<file path="config.mk">
export PLATFORM = sky130hd
export DESIGN_NAME = shift_unit_arbiter
export DESIGN_NICKNAME = d
export VERILOG_FILES = /design/src/rtl/shift_pkg.sv /design/src/rtl/ALU_barrel_shifter.sv /design/src/rtl/shift_unit_arbiter.sv
export SDC_FILE = /design/constraint.sdc
export NUM_CORES = 1
export LEC_CHECK = 0
export BUFFER_PORTS_ARGS = -buffer_cell sky130_fd_sc_hd__buf_2
export CORE_ASPECT_RATIO = 1.25
export CORE_UTILIZATION = 60
export CTS_CLUSTER_SIZE = 28
export DETAILED_ROUTE_END_ITERATION = 16
export PLACE_DENSITY = 0.88
export SETUP_SLACK_MARGIN = 0.05
export SLEW_MARGIN = 20
export SYNTH_ARGS = -nofsm -noshare
export SYNTH_HDL_FRONTEND = slang
export SYNTH_SLANG_ARGS = --single-unit
</file>
<file path="constraint.sdc">
create_clock -name clk -period 2.9 [get_ports clk]
set_clock_uncertainty 0.1 [all_clocks]
set_input_delay 0 -clock clk [delete_from_list [all_inputs] [get_ports clk]]
set_output_delay 0 -clock clk [all_outputs]
set_load 0.02 [all_outputs]
</file>
<file path="src/rtl/shift_pkg.sv">
// Shared types and constants for the shift unit and its arbiter.
package shift_pkg;

    localparam int unsigned DATA_W  = 32;
    localparam int unsigned SHAMT_W = 5;
    localparam int unsigned OPER_W  = 2;

    typedef enum logic [OPER_W-1:0] {
        SH_ROTL = 2'b00,
        SH_SLL  = 2'b01,
        SH_SRA  = 2'b10,
        SH_SRL  = 2'b11
    } shift_op_e;

    typedef enum logic {
        SLOT_EMPTY = 1'b0,
        SLOT_FULL  = 1'b1
    } slot_state_e;

    // One shift operation as presented to the shared shifter.
    typedef struct packed {
        logic [DATA_W-1:0]  data;
        logic [SHAMT_W-1:0] shamt;
        shift_op_e          oper;
    } shift_req_t;

endpackage

</file>
<file path="src/rtl/ALU_barrel_shifter.sv">
// Combinational 32-bit barrel shifter: rotate-left, sll, sra, srl.
// Ports:
//   In    - operand
//   ShAmt - shift amount (5 bits, modulo 32)
//   Oper  - operation select
//   Out   - shifted result
module ALU_barrel_shifter
    import shift_pkg::*;
(
    input  logic [DATA_W-1:0]  In,
    input  logic [SHAMT_W-1:0] ShAmt,
    input  shift_op_e          Oper,
    output logic [DATA_W-1:0]  Out
);

    logic [2*DATA_W-1:0] rot_wide;

    // Rotate: shift the doubled operand, the upper half holds the wrapped result.
    always_comb begin
        rot_wide = {In, In} << ShAmt;
        Out      = In;
        case (Oper)
            SH_ROTL: Out = rot_wide[2*DATA_W-1:DATA_W];
            SH_SLL:  Out = In << ShAmt;
            SH_SRA:  Out = DATA_W'($signed(In) >>> ShAmt);
            SH_SRL:  Out = In >> ShAmt;
            default: Out = In;
        endcase
    end

endmodule

</file>
<file path="src/rtl/shift_unit_arbiter.sv">
// Round-robin arbiter sharing one barrel shifter between NUM_REQ requesters,
// with a one-entry registered result slot (1-cycle latency, 1 op/cycle).
// Ports:
//   clk, rst                 - clock, synchronous active-high reset
//   req_valid/req_ready      - per-requester handshake (ready is one-hot or zero)
//   req_in/req_shamt/req_oper- packed per-requester operands
//   resp_valid/resp_ready    - result slot handshake
//   resp_data/resp_id        - shifted result and issuing requester index
module shift_unit_arbiter
    import shift_pkg::*;
#(
    parameter int unsigned NUM_REQ = 2,
    parameter int unsigned ID_W    = 1
)(
    input  logic                         clk,
    input  logic                         rst,
    input  logic [NUM_REQ-1:0]           req_valid,
    output logic [NUM_REQ-1:0]           req_ready,
    input  logic [NUM_REQ*DATA_W-1:0]    req_in,
    input  logic [NUM_REQ*SHAMT_W-1:0]   req_shamt,
    input  logic [NUM_REQ*OPER_W-1:0]    req_oper,
    output logic                         resp_valid,
    input  logic                         resp_ready,
    output logic [DATA_W-1:0]            resp_data,
    output logic [ID_W-1:0]              resp_id
);

    slot_state_e       state_q, state_d;
    logic [ID_W-1:0]   rr_ptr;
    logic [ID_W-1:0]   grant_idx;
    logic [ID_W-1:0]   rr_next;
    logic              grant_vld;
    logic              can_accept;
    logic              accept;
    shift_req_t        sel_req;
    logic [DATA_W-1:0] shift_out;

    assign resp_valid = (state_q == SLOT_FULL);
    assign can_accept = (state_q == SLOT_EMPTY) | resp_ready;
    assign accept     = grant_vld & can_accept & ~rst;
    assign rr_next    = (grant_idx == ID_W'(NUM_REQ - 1)) ? '0 : grant_idx + ID_W'(1);

    // Round-robin pick: first pass from rr_ptr upward, second pass wraps to 0.
    always_comb begin
        grant_vld = 1'b0;
        grant_idx = '0;
        for (int i = 0; i < NUM_REQ; i++) begin
            if (!grant_vld && req_valid[i] && (ID_W'(i) >= rr_ptr)) begin
                grant_vld = 1'b1;
                grant_idx = ID_W'(i);
            end
        end
        for (int i = 0; i < NUM_REQ; i++) begin
            if (!grant_vld && req_valid[i]) begin
                grant_vld = 1'b1;
                grant_idx = ID_W'(i);
            end
        end
    end

    // Operand mux for the granted requester and one-hot ready.
    always_comb begin
        sel_req   = '0;
        req_ready = '0;
        for (int i = 0; i < NUM_REQ; i++) begin
            if (grant_idx == ID_W'(i)) begin
                sel_req.data  = req_in[DATA_W*i +: DATA_W];
                sel_req.shamt = req_shamt[SHAMT_W*i +: SHAMT_W];
                sel_req.oper  = shift_op_e'(req_oper[OPER_W*i +: OPER_W]);
                req_ready[i]  = accept;
            end
        end
    end

    ALU_barrel_shifter u_shifter (
        .In    (sel_req.data),
        .ShAmt (sel_req.shamt),
        .Oper  (sel_req.oper),
        .Out   (shift_out)
    );

    // Slot state register.
    always_ff @(posedge clk) begin
        if (rst) state_q <= SLOT_EMPTY;
        else     state_q <= state_d;
    end

    // Slot next-state: accept fills (replacing on drain), drain alone empties.
    always_comb begin
        state_d = state_q;
        if (accept)          state_d = SLOT_FULL;
        else if (resp_ready) state_d = SLOT_EMPTY;
    end

    // Result payload and round-robin pointer; both hold unless an op is accepted.
    always_ff @(posedge clk) begin
        if (rst) begin
            resp_data <= '0;
            resp_id   <= '0;
            rr_ptr    <= '0;
        end else if (accept) begin
            resp_data <= shift_out;
            resp_id   <= grant_idx;
            rr_ptr    <= rr_next;
        end
    end

endmodule
</file>
==> results of run 1 <==
==> layer usage <==
| layer | GRT usage, % | overflow |
|---|---|---|
| met1 | 64.9 | 0 |
| met4 | 65.6 | 3 |
| met3 | 46.7 | 0 |
| met5 | 12.5 | 0 |
| met2 | 83.2 | 1 |
==> metrics by stage <==
step	std cells	utilization (%)	hold slack [ps]	setup TNS [ps]	setup slack (ps)
2_1_floorplan	1088	-	24.6	0	489
3_3_place_gp	1355	69.4	178	0	19.3
3_5_place_dp	1355	69.4	199	-26.6	-26.6
4_1_cts	1366	70.9	159	0	30.7
==> cell families after synthesis <==
| family | synth area share [%] |
|---|---|
| AO/OA/AOI/OAI | 37.4 |
| buffers and inverters | 8.34 |
| flip-flops | 8.83 |
| multiplexers | 23.1 |
| AND/OR/NAND/NOR | 22.3 |
==> repair_timing <==
action | 4_1_cts
endpoints found under the hold margin | 4
setup endpoints to repair | 11
pin swaps | 1
gates resized for setup | 4
hold buffers | 4
==> key figures, run 1 <==
Global route
  • Grt total ovfl: 4
  • GRT Overall Usage: 64.5%
  • Largest net degree at the start of global routing: 75

Synth
  • Top-area cell type share of the netlist area: between 10% and 20%
  • Fraction of registers with async set/reset: 0%
  • Synth Cell Area: ~7900 µm²
  • Cell taking the most area after synthesis: mux2i_1
  • Synth top area cells: mux2i_1 12%, dfxtp_1 8.8%, mux2_2 7.0%
  • Average size of a mapped cell: 7.30 µm²
  • Number of synthesized flops with an enable pin: 0
  • Synth warn: 0
  • Distinct cells, synth: between 80 and 90
  • Yosys reg bits: 35
  • Synth Flop Type: dfxtp_1
  • Register area share after synthesis: around 9%
  • Synth cell count leaders: 97 x mux2i_1, 96 x nand2_1, 96 x o21ai_0
  • Most common cell in the netlist: mux2i_1
  • Syn_nets: about 1200
  • Post-synthesis cell count: approximately 1100

Clock tree
  • CTS sink cnt: 35
  • Depth of the CTS H-tree: 2
  • Root Buffer: clkbuf_16
  • Setup Fix Bufs, Post-CTS: 0
  • CTS max path bufs: 2
  • TritonCTS buffer count: 5

Timing
  • Worst EP kind: register data pin
  • End pin of the worst setup path after global-route repair: resp_data[26]$_SDFFE_PP0P_/D

Outcome
  • Halt Stage: global routing
  • Run status: stopped before the end
  • Err: [ERROR GRT-0232] Routing congestion too high. Check the congestion heatmap in the GUI.

Placement
  • Port Buffers: approximately 120
  • DP Area: approximately 8900 µm²
  • Final GP Congestion: ~1.3
  • DP HPWL: about 26 mm

Floorplan
  • Starting density of the core: between 60% and 70%
  • # rows: 46
  • Die height: around 130 µm
  • I/O pins: 119
  • Die width: between 100 and 150 µm
==> run 2: changes to the inputs <==
- CORE_ASPECT_RATIO: 1.25 -> unset
- CORE_UTILIZATION: 60 -> 40
- CTS_CLUSTER_SIZE: 28 -> unset
- PLACE_DENSITY: 0.88 -> unset
- PLACE_DENSITY_LB_ADDON: unset -> 0.15
- SETUP_SLACK_MARGIN: 0.05 -> unset
==> run 2 against run 1 <==
The run now ends clean; synthesized cell count did not move; synthesized area did not move.
==> key figures, run 2 <==
Timing
  • RSZ-0062 raised after global routing: yes
  • Worst slew pin tran: between 500 and 600 ps
  • Fin. Hold Viols: 0
  • Fmax: ~350 MHz
  • Max-Slew Margin vs Limit: between 50 and 60%
  • # setup viols final: 0
  • Final Max Tran Viols: 0
  • Minimum clock period: 2860 ps
  • Fin crit share: between 90 and 100%

Cells and area
  • Nets@finish: approximately 1300
  • FF+latch area: around 700 µm²
  • Final Instance Count excl. Fillers: approximately 1500
  • Most common cell after layout, fill and taps aside: buf_4
  • Final Cell Area: roughly 9900 µm²
  • Area grow syn2layout: 24.7%
  • Number of flip-flops in the largest register: 32
  • Largest reg by FF count: resp_data
  • Multi-input logic area: ~6800 µm²
  • Number of fill cells: roughly 2000
  • Layout cells sized above 1: between 30 and 40%
  • Commonest cells after routing, fill and taps aside: 121 x buf_4, 118 x buf_2, 94 x nand2_1, 92 x o21ai_0, 92 x mux2i_1
  • Antenna cell count: 0

Synth
  • Synth Area in Adders: 0%
  • Post-synthesis cell count: between 1000 and 1500
  • Top-area cell type share of the netlist area: approximately 12%
  • Register area share after synthesis: 8.83%
  • Yosys reg bits: 35
  • Synth cell count leaders: 97 x mux2i_1, 96 x nand2_1, 96 x o21ai_0
  • Largest family of logic cells by synthesized area: compound AO/OA/AOI/OAI gates
  • Multiplexer share of the synthesized area: approximately 23%
  • XOR/XNOR Fraction of Synth Area: 0%
  • Synth Flop Type: dfxtp_1
  • Compound-cell area share of the yosys netlist: a little under two fifths
  • Fraction of registers with async set/reset: 0%
  • Syn_nets: 1171
  • Most common cell in the netlist: mux2i_1
  • Distinct cells, synth: between 80 and 90
  • Synth Cell Area: between 7000 and 8000 µm²
  • Synth Area in Simple Gates: between 20 and 25%
  • Number of synthesized flops with an enable pin: 0
  • Synth warn: 0
  • Cell taking the most area after synthesis: mux2i_1
  • Synth top area cells: mux2i_1 12%, dfxtp_1 8.8%, mux2_2 7.0%
  • Average size of a mapped cell: between 7 and 8 µm²

Clock tree
  • Clock Latency Late Sink: around 300 ps
  • CTS max path bufs: 2
  • TritonCTS buffer count: 5
  • Clock-pin slew on the worst setup and hold paths: ~60 ps
  • TritonCTS clock tree: built
  • Root Buffer: clkbuf_16
  • CTS sink cnt: 35
  • Depth of the CTS H-tree: 2

Worst setup path
  • FF-to-FF setup slack: 40 ps
  • WP data required: ~3000 ps
  • R2R depth: 11
  • CP max stage cell: nor4_1
  • Max stage delay on crit path: approximately 370 ps
  • Reg-to-Reg End: resp_data[20]
  • CP endpoint kind: flop
  • CP startpoint kind: flop
  • Crit Path Class: reg -> reg
  • R2r startpoint: rr_ptr
  • CP Max Fanout: 19
  • Critical path arrival: 2920 ps
  • Worst-path cell chain: nand2b_4 -> buf_12 -> buf_4 -> clkbuf_16 -> a221o_1 -> o211ai_1 -> o21ai_0 -> mux2i_2 -> o211ai_1 -> nor4_1 -> nor4_1

Routing
  • Vias per inst: about 7
  • Routed WL per cell: between 20 and 30 µm
  • Via count: approximately 10000
  • First DRT Iteration DRCs: ~1300
  • Total Wirelength: ~40 mm
  • Residual DRC: 0
  • Antenna-violating nets left: 0
  • Drt pass-1 iters: 8

Placement
  • Final GP Congestion: between 1 and 1.5
  • Post-Place Cells: 1502
  • DP HPWL: between 30 and 40 mm
  • DP Area: roughly 9500 µm²
  • Port Buffers: 118

Global route
  • Number of global-route vias before repair: 9658
  • Initial antenna violation count: 0
  • Largest net degree at the start of global routing: ~70
  • Grt total ovfl: 0
  • First-pass GRT wire length: approximately 60 mm
  • GRT Overall Usage: 38.9%

Min path
  • Hold Startpoint: req_oper[3]
  • HP Class: in -> reg
  • Worst Hold End: resp_data[31]
  • Hold Path Stages: 3

Floorplan
  • I/O pins: 119
  • Die width: around 140 µm
  • Core region area: roughly 19000 µm²
  • # rows: 51
  • Die height: about 140 µm
  • Die area: around 20000 µm²
  • Starting density of the core: 40.8%

Pwr
  • Pleak: around 0.004 µW
  • P per Cell Area: roughly 400 nW/µm²
  • Peak VDD IR: between 0.0002 and 0.00025 V

Outcome
  • Run status: finished clean

Job
  • Max_cap viols: 0
[run 2: per-layer routing]
| metal | routed length, µm | up-vias | global-route usage [%] |
|---|---|---|---|
| met5 | 0 | - | 0 |
| met4 | 1510 | 0 | 13.7 |
| met3 | 4340 | 101 | 8.15 |
| met2 | 17300 | 701 | 60.5 |
| met1 | 16700 | 5007 | 52.9 |
| li1 | - | 4636 | - |
[run 2: worst max-delay path by stage]
stage,end,startpoint,depth (start not counted)
finish,resp_data[20],rr_ptr,11
floorplan,resp_data[0],rr_ptr,10
global placement,resp_data[18],rr_ptr,10
CTS,resp_data[4],rr_ptr,11
detailed placement,resp_data[18],rr_ptr,10
global route,resp_data[31],rr_ptr,12
[run 2: where the power goes]
group          internal, µW  switching, µW
Combinational          1060           1710
Sequential              553           45.2
Clock                   366            230
[run 2: per-stage QoR]
step	util, %	hold WS (ps)	setup WS, ps	power [µW]	setup TNS, ps
after CTS	49.7	87.2	10.6	3800	0
after floorplan	-	24.6	489	2150	0
final	50.9	110	44.8	3970	0
after global routing	50.9	146	-22.2	4140	-50.6
after detailed placement	48.6	221	-94.8	3190	-94.8
after global placement	48.6	224	-43.0	3200	-53.7
[run 2: what timing repair did]
action / CTS / global route
gates resized for setup: 2 / 40
endpoints found under the setup margin: 2 / 24
buffers inserted: 1 / 3
endpoints found under the hold margin: 4 / 0
hold buffers: 4 / 0
pin swaps: 1 / 8
cloned: 0 / 2
[run 2: critical path, delay by kind of cell, from the launching register on]
family | cells | cell delay (ps)
AO/OA/AOI/OAI | 4 | 820
buffers and inverters | 3 | 480
flip-flops | 1 | 330
AND/OR/NAND/NOR | 3 | 640
multiplexers | 1 | 340
[run 2: kinds of logic after synthesis]
group	count (synthesis)
compound gates	432
buf+inv	113
flops	35
mux	162
simple gates	346
[run 2: final cells by class]
type	count	share of cell area, %
Sequential cell	35	7.09
Clock buffer	7	1.54
Timing Repair Buffer	261	19.1
Tap cell	265	3.35
Inverter	10	0.379
Multi-Input combinational cell	941	68.4
Clock inverter	1	0.0759
Power figures use the tool's default switching activity.
==> run 3: changes to the inputs <==
- ABC_AREA: unset -> 1
- CORE_ASPECT_RATIO: unset -> 2
==> run 3 against run 2 <==
Total power decreased by 16%; sequential power shrank 7.2%; design area fell by 23%; combinational power down 23%; synthesized cell count rose by 22%; sequential share of layout area up 2.1 points; wire length fell by 21%; flip-flop and latch count stayed put; cell count grew 5.9%; critical endpoint is now resp_data[31]; largest cell class unchanged.
==> key figures, run 3 <==
Pwr
  • Peak VDD IR: roughly 0.00022 V
  • P per Cell Area: between 400 and 500 nW/µm²
  • Total Power: about 3400 µW
  • Pleak: ~0.0041 µW

Clock tree
  • TritonCTS buffer count: 5
  • Clock-pin slew on the worst setup and hold paths: 70 ps
  • TritonCTS clock tree: built
  • Depth of the CTS H-tree: 2
  • Root Buffer: clkbuf_16
  • CTS sink cnt: 35
  • Clock Latency Late Sink: ~310 ps
  • Setup Fix Bufs, Post-CTS: 0
  • CTS max path bufs: 2

Synth
  • Yosys reg bits: 35
  • Cell taking the most area after synthesis: nand3_1
  • Register area share after synthesis: a little over a tenth
  • Synth Flop Type: dfxtp_1
  • Distinct cells, synth: 36
  • Synth cell count leaders: 502 x nand2_1, 410 x nand3_1, 71 x inv_1
  • Most common cell in the netlist: nand2_1
  • Top-area cell type share of the netlist area: between 30% and 40%
  • Synth warn: 0
  • Number of synthesized flops with an enable pin: 0
  • Synth Cell Area: roughly 6600 µm²
  • Synth top area cells: nand3_1 31%, nand2_1 29%, dfxtp_1 11%
  • Fraction of registers with async set/reset: 0%
  • Post-synthesis cell count: approximately 1300
  • Average size of a mapped cell: between 4 and 5 µm²
  • Syn_nets: approximately 1400

Placement
  • Port Buffers: around 120
  • DP HPWL: around 25 mm
  • DP Area: roughly 7400 µm²
  • Post-Place Cells: 1600
  • Final GP Congestion: roughly 0.99

Global route
  • Number of global-route vias before repair: 8924
  • First-pass GRT wire length: 49.2 mm
  • GRT Overall Usage: between 30% and 40%
  • Initial antenna violation count: 0
  • Grt total ovfl: 0
  • Largest net degree at the start of global routing: between 60 and 70

Routing
  • Antenna-violating nets left: 0
  • Total Wirelength: 31.4 mm
  • Drt pass-1 iters: 6
  • Residual DRC: 0
  • Routed WL per cell: 19.5 µm
  • First DRT Iteration DRCs: around 760
  • Vias per inst: between 5 and 6
  • Via count: around 9400

Cells and area
  • Antenna cell count: 0
  • Final Cell Area: around 7600 µm²
  • Area grow syn2layout: 15.8%
  • FF+latch area: between 700 and 800 µm²
  • Nets@finish: 1487
  • Commonest cells after routing, fill and taps aside: 500 x nand2_1, 410 x nand3_1, 118 x buf_2, 71 x inv_1, 51 x a21oi_1
  • Number of flip-flops in the largest register: 32
  • Most common cell after layout, fill and taps aside: nand2_1
  • Number of fill cells: between 1500 and 2000
  • Multi-input logic area: approximately 5200 µm²
  • Final Instance Count excl. Fillers: between 1500 and 2000
  • Largest reg by FF count: resp_data
  • Layout cells sized above 1: about 14%

Worst setup path
  • CP endpoint kind: flop
  • CP startpoint kind: flop
  • WP data required: slightly below 3000 ps
  • Crit path launch: rr_ptr
  • R2R depth: 10
  • R2r startpoint: rr_ptr
  • Crit Path Class: reg -> reg
  • Critical path arrival: ~2900 ps
  • CP Max Fanout: 15

Floorplan
  • Starting density of the core: between 40% and 50%
  • # rows: 66
  • Core region area: 16200 µm²
  • I/O pins: 119
  • Die area: around 17000 µm²
  • Die height: between 150 and 200 µm
  • Die width: approximately 90 µm

Timing
  • Fin. Hold Viols: 0
  • Fmax: 354 MHz
  • Fin Setup TNS: 0 ps
  • RSZ-0062 raised after global routing: no
  • Fin Hold WS: just over 60 ps
  • Worst slew pin tran: about 610 ps
  • Final Max Tran Viols: 0
  • Minimum clock period: ~2800 ps
  • Max-Slew Margin vs Limit: 59.0%
  • Fin crit share: slightly below 100%
  • # setup viols final: 0

Job
  • Max_cap viols: 0

Min path
  • Hold Startpoint: rst
  • HP Class: in -> reg
  • Hold Path Stages: 3

Outcome
  • Run status: finished clean
[run 3: final timing paths]
check	slack, ps	end
min	60	resp_data[27]
max reg2reg	70	resp_data[31]
max	70	resp_data[31]
min reg2reg	360	resp_data[25]
[run 3: cells by family (layout without fill, tap and decap cells)]
kind of cell / Yosys count / count (layout) / share of synthesized area (%)
and+or+nand+nor: 1010 / 1010 / 68.3
buffers and inverters: 170 / 244 / 11.1
AOI/OAI and AO/OA: 116 / 116 / 9.97
DFF: 35 / 35 / 10.7
[run 3: area by class of cell]
type / count / area share (%)
Multi-Input combinational cell: 1126 / 68.0
Timing Repair Buffer: 158 / 13.3
Sequential cell: 35 / 9.20
Inverter: 78 / 3.88
Tap cell: 204 / 3.35
Clock buffer: 6 / 1.82
Clock inverter: 2 / 0.460
[run 3: report_power, final]
part	switching [µW]	internal (µW)
combinational	1480	661
clock	229	428
sequential	23.4	532
total	1730	1620
[run 3: worst max-delay path: stages (launching register included)]
cell      delay (ps)
dfxtp_1          340
inv_2             50
nand2_2           60
nand2_2           90
buf_4            210
o21ai_1          470
inv_1            160
nand2_2          150
clkinv_1         350
a221oi_1         590
a22oi_1          120
[run 3: timing repair]
item | in CTS | in global routing
hold buffers | 1 | 0
endpoints found under the hold margin | 1 | 0
gates resized for setup | 0 | 6
endpoints found under the setup margin | 0 | 15
[run 3: layer usage]
layer  part of all wire, %  vias to the layer above  global-route usage [%]
li1                      -                     4591                       -
met1                    38                     4253                    43.3
met2                    49                      483                    65.4
met3                   5.8                      108                    3.07
met4                   7.3                        0                    26.3
met5                     0                        -                       0
[run 3: per-stage QoR]
step	setup WS, ps	util [%]
after floorplan	848	-
after global placement	133	45.7
after detailed placement	147	45.7
after CTS	148	46.9
after global routing	12.6	47.0
final	74.0	47.0
==> run 4: changes to the inputs <==
- CORE_ASPECT_RATIO: 2 -> unset
- clock period: 2.9 -> 3.2 ns (I/O delays scaled with it)
==> run 4 against run 3 <==
Global-route usage decreased by 1.4 points; die area decreased by 0.18%; critical path depth increased by 10; wire length decreased by 4.1%; critical endpoint is now resp_data[27]; highest routed layer unchanged; critical path type unchanged; largest cell class unchanged.
==> key figures, run 4 (synthesis gave the netlist of run 3 again) <==
Cells and area
  • Multi-input logic area: 5160 µm²
  • Antenna cell count: 0
  • Most common cell after layout, fill and taps aside: nand2_1
  • Largest reg by FF count: resp_data
  • Commonest cells after routing, fill and taps aside: 500 x nand2_1, 410 x nand3_1, 118 x buf_2, 71 x inv_1, 51 x a21oi_1
  • Number of flip-flops in the largest register: 32
  • Area grow syn2layout: 13.6%
  • Number of fill cells: approximately 1900
  • Nets@finish: approximately 1500
  • Final Instance Count excl. Fillers: roughly 1600
  • Layout cells sized above 1: 13.0%
  • FF+latch area: roughly 700 µm²

Routing
  • Drt pass-1 iters: 8
  • Metal3 WL: roughly 2.8 mm
  • Vias per inst: between 5 and 6
  • Residual DRC: 0
  • Antenna-violating nets left: 0
  • Met1 wire length: 12.4 mm
  • Via count: slightly below 10000
  • Met2 Wirelength: between 10 and 15 mm
  • Total Wirelength: 30.1 mm
  • Routed WL per cell: 18.7 µm
  • Max Used Layer: met4
  • First DRT Iteration DRCs: roughly 1300

Clock tree
  • Depth of the CTS H-tree: 2
  • Clock-pin slew on the worst setup and hold paths: about 60 ps
  • Root Buffer: clkbuf_16
  • TritonCTS clock tree: built
  • Clock Latency Late Sink: between 200 and 300 ps
  • Cts-stage hold buffer count: 1
  • TritonCTS buffer count: 5
  • Setup Fix Bufs, Post-CTS: 0
  • PostCTS Resize Cnt: 0
  • CTS sink cnt: 35
  • CTS max path bufs: 2

Outcome
  • Run status: finished clean

Worst setup path
  • Max stage delay on crit path: roughly 350 ps
  • Most used cell, CP: nand2_1
  • CP max stage cell: nand2_2
  • Crit path launch: rr_ptr
  • Family with the most delay on the worst path: simple AND/OR/NAND/NOR gates
  • CP endpoint kind: flop
  • CP startpoint kind: flop
  • WP data required: around 3300 ps
  • R2r startpoint: rr_ptr
  • Worst-path cell chain: inv_2 -> nand2_2 -> nand2_2 -> nand2_1 -> nand2_1 -> buf_4 -> buf_4 -> nand2_1 -> nand2_1 -> inv_1 -> nand2_1 -> nand3_1 -> nand3_1 -> nand2_1 -> nand2_1 -> nand2_1 -> nor2_1 -> nand2_1 -> nand2_1 -> a21oi_1
  • CP Max Fanout: 25
  • Critical path arrival: ~2900 ps
  • Crit Path Class: reg -> reg
  • CP Buf/Inv Count: 4

Timing
  • Final Max Tran Viols: 0
  • Fin Setup TNS: 0 ps
  • Fin crit share: approximately nine tenths
  • Fmax: approximately 350 MHz
  • Final WS setup: 309 ps
  • Max-Slew Margin vs Limit: 56.3%
  • Fin. Hold Viols: 0
  • # setup viols final: 0
  • Worst slew pin tran: about 650 ps
  • Minimum clock period: between 2000 and 3000 ps
  • RSZ-0062 raised after global routing: no

Global route
  • Grt total ovfl: 0
  • Initial antenna violation count: 0
  • GRT Overall Usage: a little over a third
  • First-pass GRT wire length: between 40 and 50 mm
  • Largest net degree at the start of global routing: between 70 and 80
  • Number of global-route vias before repair: 8540

Min path
  • Hold Startpoint: rst
  • HP Class: in -> reg

Floorplan
  • I/O pins: approximately 120
  • Starting density of the core: 41.3%
  • Die area: 17000 µm²
  • Die height: roughly 130 µm
  • Core region area: between 15000 and 20000 µm²
  • Die width: ~130 µm
  • # rows: 46

Pwr
  • P per Cell Area: ~390 nW/µm²
  • Pleak: ~0.0040 µW
  • Peak VDD IR: between 0.0002 and 0.0003 V

Placement
  • Post-Place Cells: ~1600
  • DP HPWL: 23.2 mm
  • Pre-CTS setup slack: roughly 350 ps
  • Port Buffers: approximately 120
  • Final GP Congestion: between 0.9 and 1

Job
  • Max_cap viols: 0
## run 4: through the flow
step,power [µW],utilization [%],cell area [µm²],hold WS [ps]
finish,2900,46.9,7470,105
global route,3130,46.9,7470,118
CTS,2870,46.9,7470,65.4
detailed placement,2370,45.9,7320,205
global placement,2370,45.9,7320,183
floorplan,1810,-,6580,86.3
## run 4: worst register-to-register path, delay by kind of cell (launching register included)
family	cells	cell delay [ps]
simple gates	15	1680
buf+inv	4	620
flops	1	310
compound gates	1	50
## run 4: path summary, 6_finish.rpt
check / endpoint / depth (start not counted) / slack [ps]
max: resp_data[27] / 20 / 310
min: resp_data[21] / 2 / 110
max reg2reg: resp_data[27] / 20 / 310
min reg2reg: resp_data[27] / 2 / 360
## run 4: layout make-up
cell class | count | share of cell area (%)
multi-input combinational | 1126 | 69.0
tap | 216 | 3.62
clock buffer | 6 | 1.73
timing repair buffer | 148 | 12.1
clock inverter | 2 | 0.167
sequential | 35 | 9.38
inverter | 78 | 3.95
## run 4: power by group
part	switching, µW	internal, µW	leakage [µW]	total [µW]
registers	27.3	482	0.000288	509
clock network	204	288	0.0000669	492
logic	1320	575	0.00365	1900
## run 4: routing by layer
| metal | vias up | global-route usage (%) |
|---|---|---|
| met5 | - | 0 |
| met3 | 93 | 4.96 |
| met1 | 4406 | 47.9 |
| met4 | 0 | 18.8 |
| li1 | 4582 | - |
| met2 | 536 | 58.0 |
